<file path="config.mk">
export PLATFORM = sky130hd
export DESIGN_NAME = ddr_cal_seq
export DESIGN_NICKNAME = d
export VERILOG_FILES = /design/src/rtl/ddr_cal_pkg.sv /design/src/rtl/cal_pulse_delay.sv /design/src/rtl/ddr_cal_seq.sv
export SDC_FILE = /design/constraint.sdc
export NUM_CORES = 1
export LEC_CHECK = 0
export ABC_AREA = 1
export CORE_MARGIN = 5
export CORE_UTILIZATION = 40
export DETAILED_ROUTE_END_ITERATION = 8
export GPL_TIMING_DRIVEN = 0
export PLACE_DENSITY_LB_ADDON = 0.2
export SYNTH_ARGS = -nofsm -noshare
export SYNTH_HDL_FRONTEND = slang
export SYNTH_SLANG_ARGS = --single-unit
</file>
<file path="constraint.sdc">
create_clock -name MCLK90 -period 4 [get_ports MCLK90]
set_clock_uncertainty 0.1 [all_clocks]
set_input_delay 1 -clock MCLK90 [delete_from_list [all_inputs] [get_ports MCLK90]]
set_output_delay 1 -clock MCLK90 [all_outputs]
set_load 0.02 [all_outputs]
</file>
<file path="src/rtl/ddr_cal_pkg.sv">
// Shared encodings and constants for the BEE3 RDIMM calibration sequencer.
package ddr_cal_pkg;

  typedef enum logic [3:0] {
    S_IDLE, S_BRST, S_WRCMD, S_WRWAIT, S_START, S_RDCMD,
    S_RDGAP, S_SETTLE, S_CHECK, S_DONE, S_FAIL
  } calState_e;

  localparam int CAL_READS   = 64;
  localparam int BRST_CYCLES = 4;
  localparam int FORCE_HOLD  = 2;
  localparam int DLY_STAGES  = 15;

endpackage

</file>
<file path="src/rtl/cal_pulse_delay.sv">
// Fixed-tap pulse delay line: a pulse entering on pulseIn leaves on pulseOut
// exactly `lat` cycles later; empty means no pulse is still heading for the tap.
module cal_pulse_delay
  import ddr_cal_pkg::*;
#(
  parameter int STAGES = DLY_STAGES
) (
  input  logic                             clk,
  input  logic                             rstN,
  input  logic [$clog2(STAGES+1)-1:0]      lat,
  input  logic                             pulseIn,
  output logic                             pulseOut,
  output logic                             empty
);

  logic [STAGES:1] vldPipe;
  logic [STAGES:1] liveMask;

  always_ff @(posedge clk or negedge rstN) begin
    if (!rstN) vldPipe <= '0;
    else       vldPipe <= {vldPipe[STAGES-1:1], pulseIn};
  end

  // Stages past the tap hold pulses already delivered; ignore them for empty.
  always_comb begin
    liveMask = '0;
    for (int i = 1; i <= STAGES; i++) liveMask[i] = (i <= int'(lat));
  end

  assign pulseOut = vldPipe[lat];
  assign empty    = ~|(vldPipe & liveMask);

endmodule

</file>
<file path="src/rtl/ddr_cal_seq.sv">
// Calibration sequencer: bank reset, one forced-A write, 64 reads, settle,
// then sample per-bank CalFail; retries up to MAX_TRIES attempts.
module ddr_cal_seq
  import ddr_cal_pkg::*;
#(
  parameter int NBANKS    = 6,
  parameter int WR_LAT    = 4,
  parameter int RD_LAT    = 6,
  parameter int RD_GAP    = 8,
  parameter int SETTLE    = 256,
  parameter int MAX_TRIES = 3
) (
  input  logic              MCLK90,
  input  logic              M90ResetL,
  input  logic              CalStart,
  output logic              CmdReq,
  output logic              CmdWrite,
  input  logic              CmdAck,
  output logic              ForceA,
  output logic              StartDQCal,
  output logic              WriteBurst,
  output logic              ReadBurst,
  output logic              BankReset,
  input  logic [NBANKS-1:0] CalFail,
  output logic              CalBusy,
  output logic              CalDone,
  output logic              CalError,
  output logic [1:0]        Tries
);

  localparam int CNT_W = 16;

  calState_e        state;
  logic [CNT_W-1:0] cnt;
  logic [6:0]       rdCnt;
  logic             ackOk, wrLaunch, rdLaunch, wrEmpty, rdEmpty;

  assign ackOk    = CmdAck & CmdReq;
  assign wrLaunch = ackOk & CmdWrite & (state == S_WRCMD);
  assign rdLaunch = ackOk & ~CmdWrite & (state == S_RDCMD);

  cal_pulse_delay uWrDly (
    .clk(MCLK90), .rstN(M90ResetL), .lat(4'(WR_LAT)),
    .pulseIn(wrLaunch), .pulseOut(WriteBurst), .empty(wrEmpty)
  );

  cal_pulse_delay uRdDly (
    .clk(MCLK90), .rstN(M90ResetL), .lat(4'(RD_LAT)),
    .pulseIn(rdLaunch), .pulseOut(ReadBurst), .empty(rdEmpty)
  );

  always_ff @(posedge MCLK90 or negedge M90ResetL) begin
    if (!M90ResetL) begin
      state      <= S_IDLE;
      cnt        <= '0;
      rdCnt      <= '0;
      CmdReq     <= 1'b0;
      CmdWrite   <= 1'b0;
      ForceA     <= 1'b0;
      StartDQCal <= 1'b0;
      BankReset  <= 1'b0;
      CalBusy    <= 1'b0;
      CalDone    <= 1'b0;
      CalError   <= 1'b0;
      Tries      <= '0;
    end else begin
      StartDQCal <= 1'b0;
      case (state)
        S_IDLE: if (CalStart) begin
          CalDone   <= 1'b0;
          CalError  <= 1'b0;
          Tries     <= '0;
          CalBusy   <= 1'b1;
          BankReset <= 1'b1;
          cnt       <= CNT_W'(BRST_CYCLES - 1);
          state     <= S_BRST;
        end
        S_BRST: if (cnt == '0) begin
          BankReset <= 1'b0;
          CmdReq    <= 1'b1;
          CmdWrite  <= 1'b1;
          ForceA    <= 1'b1;
          state     <= S_WRCMD;
        end else cnt <= cnt - 1'b1;
        S_WRCMD: if (ackOk) begin
          CmdReq   <= 1'b0;
          CmdWrite <= 1'b0;
          state    <= S_WRWAIT;
        end
        // Hold ForceA until FORCE_HOLD cycles after the write pulse has left the line.
        S_WRWAIT: if (!wrEmpty) cnt <= CNT_W'(FORCE_HOLD - 1);
        else if (cnt == '0) begin
          ForceA     <= 1'b0;
          StartDQCal <= 1'b1;
          state      <= S_START;
        end else cnt <= cnt - 1'b1;
        S_START: begin
          rdCnt  <= '0;
          CmdReq <= 1'b1;
          state  <= S_RDCMD;
        end
        S_RDCMD: if (ackOk) begin
          CmdReq <= 1'b0;
          rdCnt  <= rdCnt + 7'd1;
          cnt    <= CNT_W'(RD_GAP - 1);
          state  <= S_RDGAP;
        end
        S_RDGAP: if (cnt == '0) begin
          if (rdCnt == 7'(CAL_READS)) begin
            cnt   <= CNT_W'(SETTLE - 1);
            state <= S_SETTLE;
          end else begin
            CmdReq <= 1'b1;
            state  <= S_RDCMD;
          end
        end else cnt <= cnt - 1'b1;
        S_SETTLE: if (!rdEmpty) cnt <= CNT_W'(SETTLE - 1);
        else if (cnt == '0) state <= S_CHECK;
        else cnt <= cnt - 1'b1;
        S_CHECK: if (~|CalFail) begin
          CalDone <= 1'b1;
          CalBusy <= 1'b0;
          state   <= S_DONE;
        end else if (Tries == 2'(MAX_TRIES - 1)) begin
          Tries    <= 2'(MAX_TRIES);
          CalError <= 1'b1;
          CalBusy  <= 1'b0;
          state    <= S_FAIL;
        end else begin
          Tries     <= Tries + 2'd1;
          BankReset <= 1'b1;
          cnt       <= CNT_W'(BRST_CYCLES - 1);
          state     <= S_BRST;
        end
        S_DONE, S_FAIL: state <= S_IDLE;
        default: state <= S_IDLE;
      endcase
    end
  end

endmodule

</file>
==> impl_results.md, run 1 <==
- Outcome: finished clean
- Num ports: 22
- Number of search-and-repair iterations in the first detailed-routing pass: 5
- Number of register bits inferred by synthesis: 47
- Req. time, crit path: 2.90 ns
- Worst reg-to-reg path cell count: 10
- Inst Count DP: 519
- Switching power: 1.10 mW
- Overflow left after global routing: 0
- Antenna viol nets, final: 0
- Yosys synthesis warning count: 0
- List of cells traversed by the critical path: clkdlybuf4s50_1
- Last weighted congestion value of the routability-driven placer: 0.898
- Hold Path Stages: 0
- Worst slew pin tran: 0.379 ns
- Largest cells by area after synthesis: sky130_fd_sc_hd__dfrtp_1, sky130_fd_sc_hd__nand2_1, sky130_fd_sc_hd__nor2_1
- Maximum clock rate: 0.414 GHz
- Final worst-path cycle share: 0.605
- CP startpoint kind: flop
- Crit path largest cell delay: 0.62 ns
- Clk slew on worst S/H paths: 0.09 ns
- Inserted Clock Buffers: 5
- Number of standard cells in the final layout excluding fillers: 527
- Drc violations: 0
- Vias in the first global route: 2452
- Port buffer count: 21
- Width of the chip: 93.4 um
- Highest net fanout along the worst path: 2
- Most frequent cell after synthesis: sky130_fd_sc_hd__nand2_1
- Placed wire-length estimate after detailed placement: 4910 um
- Global router's overall resource usage: 0.157
- Number of clock sinks: 47
- Final-stage net count: 445
- Critical Path Slowest Stage Cell: sky130_fd_sc_hd__clkdlybuf4s50_1
- Combined buffer and inverter count along the critical path: 1
- CTS-repair resized insts: 0
- Relative contribution of combinational cells to total power: 0.563
- Cts-stage hold buffer count: 0
- Via/cell ratio: 4.84
- Gate Count Post-Synth: 401
- Total of max-cap violations: 0
- Kind of end point of the critical path: output port
- Dominant cell type by area after synthesis: sky130_fd_sc_hd__dfrtp_1
- Final Util: 0.474
- Setup fix buffers added after clock tree synthesis: 0
- Sw Share: 0.491
- Initial antenna violation count: 0
- Count of unique library cells instantiated by Yosys: 29
- Count of vias placed by the detailed router: 2551
- Dominant register cell in the synthesized netlist: sky130_fd_sc_hd__dfrtp_1
- Internal power: 1.14 mW
- Max clock buf depth: 2
- Avg Synthesized Cell Area: 6.94 um^2
- Setup Viol. Count Final: 0
- Fraction of post-synthesis cell area in the top cell type by area: 0.422
- Clk Tree Root Cell: sky130_fd_sc_hd__clkbuf_8
- Post-Syn Area: 2780 um^2
- Setup TNS: 0 ns
- Minimum clock period after layout: 2.42 ns
- Share of final-layout standard cells stronger than drive strength 1: 0.0974
- Area of the die: 8730 um^2
- RSZ-0062 raised after global routing: false
- Largest net degree at the start of global routing: 40
- Post-synth EDFFs: 0
- Peak VDD IR: 0.321 mV
- Clk network pwr share: 0.131
- Worst max-slew margin expressed relative to the limit: 0.746
- Type of the tightest min-delay check: reg -> reg
- Die height: 93.4 um
- Starting Density: 0.410
- Area occupied by registers: 1180 um^2
- Area inside the core boundary: 6790 um^2
- Static power due to leakage: 1.69 nW
- DRT iter0 DRCs: 86
- Standard-cell row count: 30
- Final Hold Violating Endpoints: 0
- Stages on the worst setup path: 1
- Clock Latency Late Sink: 0.30 ns
- Arrival time reported for the critical path endpoint: 1.32 ns
- H-tree depth reported by CTS: 2
- Register share of total power: 0.306
- Proportion of synthesized chip area in sequential cells: 0.422
- Top post-synthesis cells by count: sky130_fd_sc_hd__nand2_1, sky130_fd_sc_hd__nor2_1, sky130_fd_sc_hd__dfrtp_1, sky130_fd_sc_hd__inv_1, sky130_fd_sc_hd__nand3_1
- Top delay family on crit path: buffers and inverters
- Fillers: 700
- Total power divided by cell area: 697 nW/um^2
- Proportion of register bits with asynchronous set or reset after synthesis: 1.00
- Multi-input gate area in the final layout: 1410 um^2
- Post-Synthesis Net Count: 416
- Critical Setup Path Class: reg -> out
- Clock tree from TritonCTS: yes
- Ant diodes: 0
- Routed length per instance: 12.2 um
- Final number of max-transition violations: 0
- Global-route wire length before repair: 11000 um
- Area growth from synthesis to final layout: 15.6%
- Wire length after detailed routing: 6410 um
stage by stage:
stage	area, um^2	setup WS [ns]	power, mW	hold slack (ns)
after floorplan	2780	1.97	1.63	0.254
after global placement	3110	0.406	1.93	0.257
after detailed placement	3130	1.29	1.96	0.261
after CTS	3220	1.57	2.26	0.281
after global routing	3220	1.47	2.46	0.283
final	3220	1.58	2.24	0.281
per-layer routing:
metal | GRT usage | part of all wire | vias to the layer above
met3 | 0.0322 | 0.034 | 5
met1 | 0.201 | 0.48 | 1184
met4 | 0.0403 | 0.0072 | 0
li1 | - | - | 1326
met2 | 0.270 | 0.48 | 36
met5 | 0 | 0 | -
area by class of cell:
cell class / instances / share of cell area
Multi-Input combinational cell: 304 / 0.437
Sequential cell: 47 / 0.365
Timing Repair Buffer: 22 / 0.0700
Inverter: 47 / 0.0548
Tap cell: 96 / 0.0373
Clock buffer: 5 / 0.0214
Buffer: 3 / 0.00739
Clock inverter: 3 / 0.00622
final timing paths:
kind / from / endpoint / slack, ns
max: ForceA / ForceA / 1.58
min: uRdDly.vldPipe[5] / uRdDly.vldPipe[6] / 0.28
max reg2reg: cnt[1] / cnt[0] / 1.78
min reg2reg: uRdDly.vldPipe[5] / uRdDly.vldPipe[6] / 0.28
max in group asynchronous: M90ResetL / state[2] / 2.87
min in group asynchronous: M90ResetL / cnt[6] / 0.45
state kept, by name, summed over array words and instances, names as in the netlist:
name,count
StartDQCal,1
cnt,16
rdCnt,7
state,4
uWrDly.vldPipe,4
CalDone,1
BankReset,1
CmdWrite,1
CalError,1
CmdReq,1
CalBusy,1
uRdDly.vldPipe,6
ForceA,1
Tries,2
power by group through the flow:
stage	registers (mW)	clock network, mW	logic, mW
2_1_floorplan	0.703	0	0.928
3_3_place_gp	0.693	0	1.24
3_5_place_dp	0.694	0	1.26
4_1_cts	0.685	0.301	1.27
5_1_grt	0.704	0.319	1.44
6_report	0.686	0.295	1.26
cell usage in the layout (no fill, tap or decap), types with 2 or more instances in the layout:
cell type	synthesis	layout
sky130_fd_sc_hd__a21oi_1	16	16
sky130_fd_sc_hd__a31oi_1	2	2
sky130_fd_sc_hd__buf_2	1	2
sky130_fd_sc_hd__clkbuf_8	0	5
sky130_fd_sc_hd__clkdlybuf4s50_1	0	20
sky130_fd_sc_hd__clkinvlp_4	0	2
sky130_fd_sc_hd__dfrtp_1	47	47
sky130_fd_sc_hd__ha_1	5	5
sky130_fd_sc_hd__inv_1	37	37
sky130_fd_sc_hd__inv_2	10	10
sky130_fd_sc_hd__nand2_1	124	124
sky130_fd_sc_hd__nand2_2	5	5
sky130_fd_sc_hd__nand3_1	22	22
sky130_fd_sc_hd__nand4_1	5	5
sky130_fd_sc_hd__nor2_1	71	71
sky130_fd_sc_hd__nor2_2	11	11
sky130_fd_sc_hd__nor2_4	2	2
sky130_fd_sc_hd__nor3_1	3	3
sky130_fd_sc_hd__o2111ai_1	2	2
sky130_fd_sc_hd__o21ai_0	20	20
sky130_fd_sc_hd__o21ai_1	2	2
sky130_fd_sc_hd__xnor2_1	2	2
sky130_fd_sc_hd__xor2_1	5	5
cell families (layout without fill, tap and decap cells):
family | count (synthesis) | in the layout | synth area share
simple gates | 245 | 245 | 0.369
buf+inv | 50 | 80 | 0.0719
compound gates | 47 | 47 | 0.0921
flops | 47 | 47 | 0.422
xor+xnor | 7 | 7 | 0.0220
fa+ha+maj | 5 | 5 | 0.0225
Note: power is estimated with default switching activity, not from simulation.
==> run 2: changes to the inputs <==
Clock period 4 ns to 2.3 ns, I/O delays scaled along.
==> impl_results.md, run 2 (synthesis gave the netlist of run 1 again) <==
- Clk slew on worst S/H paths: 0.09 ns
- M1 GR Usage: 0.201
- Total non-filler cell area in the finished layout: 3270 um^2
- Overflow left after global routing: 0
- Area of the die: 8730 um^2
- Number of clock sinks: 47
- Number of standard cells in the final layout excluding fillers: 531
- Final Hold Violating Endpoints: 0
- Minimum clock period after layout: 2.08 ns
- Peak VDD IR: 0.561 mV
- Most Crowded Layer GR: met2
- Final number of max-transition violations: 0
- Clk Tree Root Cell: sky130_fd_sc_hd__clkbuf_8
- Starting Density: 0.410
- Total of max-cap violations: 0
- Standard-cell row count: 30
- Placement Setup Slack: 0.0145 ns
- Area growth from synthesis to final layout: 17.5%
- Type of the tightest min-delay check: in -> async
- Worst max-slew margin expressed relative to the limit: 0.761
- Worst setup margin: 0.218 ns
- Last weighted congestion value of the routability-driven placer: 0.898
- Setup TNS: 0 ns
- Via/cell ratio: 4.87
- Largest register FFs: 16
- Maximum clock rate: 0.480 GHz
- Antenna viol nets, final: 0
- Arrival time reported for the critical path endpoint: 2.18 ns
- Met2 Resource Use GR: 0.270
- Register-to-register path setup slack: 0.22 ns
- Num ports: 22
- Global-route wire length before repair: 11000 um
- Post-Place Cell Area: 3130 um^2
- Global router's overall resource usage: 0.157
- Worst reg-to-reg path cell count: 11
- Vias in the first global route: 2452
- Width of the chip: 93.4 um
- Kind of end point of the critical path: flop
- Overall power: 3.98 mW
- Clock tree from TritonCTS: yes
- Most flop-heavy register: cnt
- DRT iter0 DRCs: 89
- Placed wire-length estimate after detailed placement: 4910 um
- Final-stage net count: 449
- CP startpoint kind: flop
- Worst setup path endpoint: state[2]
- Inserted Clock Buffers: 5
- Critical Setup Path Class: reg -> reg
- Setup Viol. Count Final: 0
- Share of final-layout standard cells stronger than drive strength 1: 0.108
- Worst-case hold slack: 0.0221 ns
- Count of vias placed by the detailed router: 2586
- Highest net fanout along the worst path: 10
- H-tree depth reported by CTS: 2
- Reg-to-reg startpoint: cnt[1]
- RSZ-0062 raised after global routing: false
- Critical path origin: cnt[1]
- Max clock buf depth: 2
- Commonest cells after routing, fill and taps aside: sky130_fd_sc_hd__nand2_1, sky130_fd_sc_hd__nor2_1, sky130_fd_sc_hd__dfrtp_1
- Clock Latency Late Sink: 0.30 ns
- Grt met3 use: 0.0322
- Drc violations: 0
- Routed length per instance: 12.1 um
- Static power due to leakage: 1.71 nW
- Port buffer count: 21
- Outcome: finished clean
- Ant diodes: 0
- Worst flop-to-flop path endpoint: state[2]
- Worst slew pin tran: 0.357 ns
- Req. time, crit path: 2.40 ns
- Largest net degree at the start of global routing: 40
- Cts-stage hold buffer count: 0
- Total power divided by cell area: 1220 nW/um^2
- Die height: 93.4 um
- Wire length after detailed routing: 6440 um
- Initial antenna violation count: 0
- Number of search-and-repair iterations in the first detailed-routing pass: 4
- Area inside the core boundary: 6790 um^2
- Largest registers in the final layout: cnt: 16 flops, rdCnt: 7 flops, uRdDly.vldPipe: 6 flops
- Inst Count DP: 519
- Most common library cell in the layout ignoring fill and taps: sky130_fd_sc_hd__nand2_1
- Final Util: 0.481
- Final worst-path cycle share: 0.905
-- run 2: how the worst min path moves through the flow --
stage	startpoint	end	slack, ns	cells after the start
global placement	uRdDly.vldPipe[2]	uRdDly.vldPipe[3]	0.26	0
floorplan	M90ResetL	BankReset	0.18	0
detailed placement	uRdDly.vldPipe[5]	uRdDly.vldPipe[6]	0.26	0
global route	M90ResetL	cnt[6]	0.04	1
finish	M90ResetL	cnt[6]	0.02	1
CTS	M90ResetL	cnt[6]	0.03	1
-- run 2: layout make-up --
cell class	instances	area, um^2
clock inverters	3	20.0
plain buffers	3	23.8
flip-flops and latches	47	1180
inverters	47	179
clock buffers	5	68.8
fillers	694	3520
multi-input cells	304	1430
well taps	96	120
repair buffers	26	255
-- run 2: report_power, final --
| group | internal [mW] | leakage (nW) | switching [mW] | total [mW] |
|---|---|---|---|---|
| sequential | 1.02 | 0.622 | 0.176 | 1.19 |
| clock | 0.212 | 0.0402 | 0.301 | 0.513 |
| combinational | 0.794 | 1.05 | 1.48 | 2.27 |
| total | 2.02 | 1.71 | 1.95 | 3.98 |
-- run 2: critical path, cell delays in order, from the launching register on --
cell,delay (ns)
sky130_fd_sc_hd__dfrtp_1,0.39
sky130_fd_sc_hd__inv_1,0.12
sky130_fd_sc_hd__ha_2,0.22
sky130_fd_sc_hd__nand2_1,0.13
sky130_fd_sc_hd__nor2_1,0.21
sky130_fd_sc_hd__nand2_4,0.15
sky130_fd_sc_hd__nand2_1,0.17
sky130_fd_sc_hd__nand2_1,0.08
sky130_fd_sc_hd__nor2_2,0.19
sky130_fd_sc_hd__nand2_2,0.11
sky130_fd_sc_hd__nand2_1,0.07
sky130_fd_sc_hd__nand2_1,0.05
-- run 2: metal layers --
metal,share of wire,up-vias
met5,0,-
met4,0.0071,0
met3,0.038,5
met2,0.48,45
met1,0.48,1198
li1,-,1338
-- run 2: timing repair --
action | in CTS | in global routing
endpoints found under the hold margin | 0 | 0
buffers inserted | 0 | 4
gates resized for setup | 0 | 5
endpoints found under the setup margin | 0 | 7
==> run 3: changes to the inputs <==
Settings changed: CTS_CLUSTER_DIAMETER from default to 40, TNS_END_PERCENT from default to 10.
==> impl_results.md, run 3 (synthesis gave the netlist of run 1 again) <==
- List of cells traversed by the critical path: inv_1 > ha_2 > nand2_1 > nor2_1 > nand2_4 > nand2_1 > nand2_1 > nor2_2 > nand2_2 > nand2_1 > nand2_1
- Number of standard cells in the final layout excluding fillers: 530
- Most common library cell in the layout ignoring fill and taps: sky130_fd_sc_hd__nand2_1
- Setup Viol. Count Final: 0
- Cell repeated most along the worst path: sky130_fd_sc_hd__nand2_1
- Crit path largest cell delay: 0.39 ns
- Area growth from synthesis to final layout: 17.2%
- Static power due to leakage: 1.70 nW
- Worst max-slew margin expressed relative to the limit: 0.760
- Total of max-cap violations: 0
- Count of vias placed by the detailed router: 2575
- Via/cell ratio: 4.86
- Commonest cells after routing, fill and taps aside: sky130_fd_sc_hd__nand2_1, sky130_fd_sc_hd__nor2_1, sky130_fd_sc_hd__dfrtp_1
- Total power divided by cell area: 1210 nW/um^2
- Antenna viol nets, final: 0
- Fillers: 695
- Cts-stage hold buffer count: 0
- Die height: 93.4 um
- Top delay family on crit path: simple AND/OR/NAND/NOR gates
- Routed length per instance: 12.1 um
- Final Util: 0.480
- Share of final-layout standard cells stronger than drive strength 1: 0.106
- Clk network pwr share: 0.130
- Wire length after detailed routing: 6420 um
- Vias in the first global route: 2452
- Combined buffer and inverter count along the critical path: 1
- Total non-filler cell area in the finished layout: 3260 um^2
- Worst reg-to-reg path cell count: 11
- Worst-case hold slack: 0.0223 ns
- Reg-to-reg startpoint: cnt[1]
- Critical Setup Path Class: reg -> reg
- Peak VDD IR: 0.560 mV
- Initial antenna violation count: 0
- Number of search-and-repair iterations in the first detailed-routing pass: 4
- Critical Path Slowest Stage Cell: sky130_fd_sc_hd__dfrtp_1
- RSZ-0062 raised after global routing: false
- Internal power: 2.02 mW
- DRT iter0 DRCs: 87
- Ant diodes: 0
- Most flop-heavy register: cnt
- Largest registers in the final layout: cnt: 16 flops, rdCnt: 7 flops, uRdDly.vldPipe: 6 flops
- Inst Count DP: 519
- Last weighted congestion value of the routability-driven placer: 0.898
- Standard-cell row count: 30
- Overflow left after global routing: 0
- Maximum clock rate: 0.480 GHz
- Clock Latency Late Sink: 0.30 ns
- Outcome: finished clean
- Placement Setup Slack: 0.0145 ns
- Global router's overall resource usage: 0.157
- Final-stage net count: 448
- CP startpoint kind: flop
- Largest register FFs: 16
- Switching power: 1.95 mW
- Arrival time reported for the critical path endpoint: 2.19 ns
- Max clock buf depth: 2
- Width of the chip: 93.4 um
- Global-route wire length before repair: 11000 um
- Post-Place Cell Area: 3130 um^2
- Largest net degree at the start of global routing: 40
- Kind of end point of the critical path: flop
- Clock tree from TritonCTS: yes
- Drc violations: 0
- Sw Share: 0.492
- Worst setup margin: 0.215 ns
- Port buffer count: 21
- Clk Tree Root Cell: sky130_fd_sc_hd__clkbuf_8
- Req. time, crit path: 2.40 ns
- Relative contribution of combinational cells to total power: 0.569
- Stages on the worst setup path: 11
- Area inside the core boundary: 6790 um^2
- Final Hold Violating Endpoints: 0
- Placed wire-length estimate after detailed placement: 4910 um
- Register-to-register path setup slack: 0.21 ns
- Register share of total power: 0.301
- Final worst-path cycle share: 0.907
- H-tree depth reported by CTS: 2
- Inserted Clock Buffers: 5
- Starting Density: 0.410
- Number of clock sinks: 47
- Clk slew on worst S/H paths: 0.09 ns
- Minimum clock period after layout: 2.09 ns
- Highest net fanout along the worst path: 10
- Num ports: 22
- Critical path origin: cnt[1]
- Worst slew pin tran: 0.358 ns
- Final number of max-transition violations: 0
- Area of the die: 8730 um^2
- Type of the tightest min-delay check: in -> async
- Worst flop-to-flop path endpoint: state[2]
- Worst setup path endpoint: state[2]
run 3: worst reg2reg max path, delay by kind of cell (launching register included):
| kind | cells | cell delay, ns |
|---|---|---|
| and+or+nand+nor | 9 | 1.16 |
| DFF | 1 | 0.39 |
| adders and majority gates | 1 | 0.22 |
| buffers and inverters | 1 | 0.12 |
run 3: layout make-up:
type,count,area (um^2),area share
Inverter,47,179,0.0548
Clock inverter,3,20.0,0.00613
Timing Repair Buffer,25,248,0.0759
Multi-Input combinational cell,304,1430,0.438
Tap cell,96,120,0.0368
Clock buffer,5,68.8,0.0211
Buffer,3,23.8,0.00729
Sequential cell,47,1180,0.360
run 3: through the flow:
| stage | TNS (ns) | total power, mW |
|---|---|---|
| after global placement | -40.67 | 3.36 |
| after CTS | 0 | 3.92 |
| after detailed placement | 0 | 3.41 |
| after global routing | 0 | 4.35 |
| final | 0 | 3.96 |
| after floorplan | 0 | 2.84 |
run 3: worst min-delay path by stage:
stage,startpoint,endpoint,cells past startpoint
after global placement,uRdDly.vldPipe[2],uRdDly.vldPipe[3],0
after CTS,M90ResetL,cnt[6],1
after global routing,M90ResetL,cnt[6],1
after floorplan,M90ResetL,BankReset,0
final,M90ResetL,cnt[6],1
after detailed placement,uRdDly.vldPipe[5],uRdDly.vldPipe[6],0
run 3: timing repair:
item / 4_1_cts / 5_1_grt
gates resized for setup: 0 / 5
buffers inserted: 0 / 3
setup endpoints to repair: 0 / 7
run 3: power by group through the flow:
stage | logic, mW | registers, mW | clock network [mW]
2_1_floorplan | 1.61 | 1.22 | 0
4_1_cts | 2.21 | 1.19 | 0.523
6_report | 2.26 | 1.19 | 0.513
5_1_grt | 2.57 | 1.23 | 0.555
3_3_place_gp | 2.16 | 1.20 | 0
3_5_place_dp | 2.20 | 1.21 | 0
run 3: layer usage:
metal,share of wire,track usage,up-vias,wire length (um)
li1,-,-,1338,-
met1,0.48,0.201,1193,3080
met2,0.48,0.270,39,3070
met3,0.035,0.0322,5,228
met4,0.0072,0.0403,0,46
met5,0,0,-,0
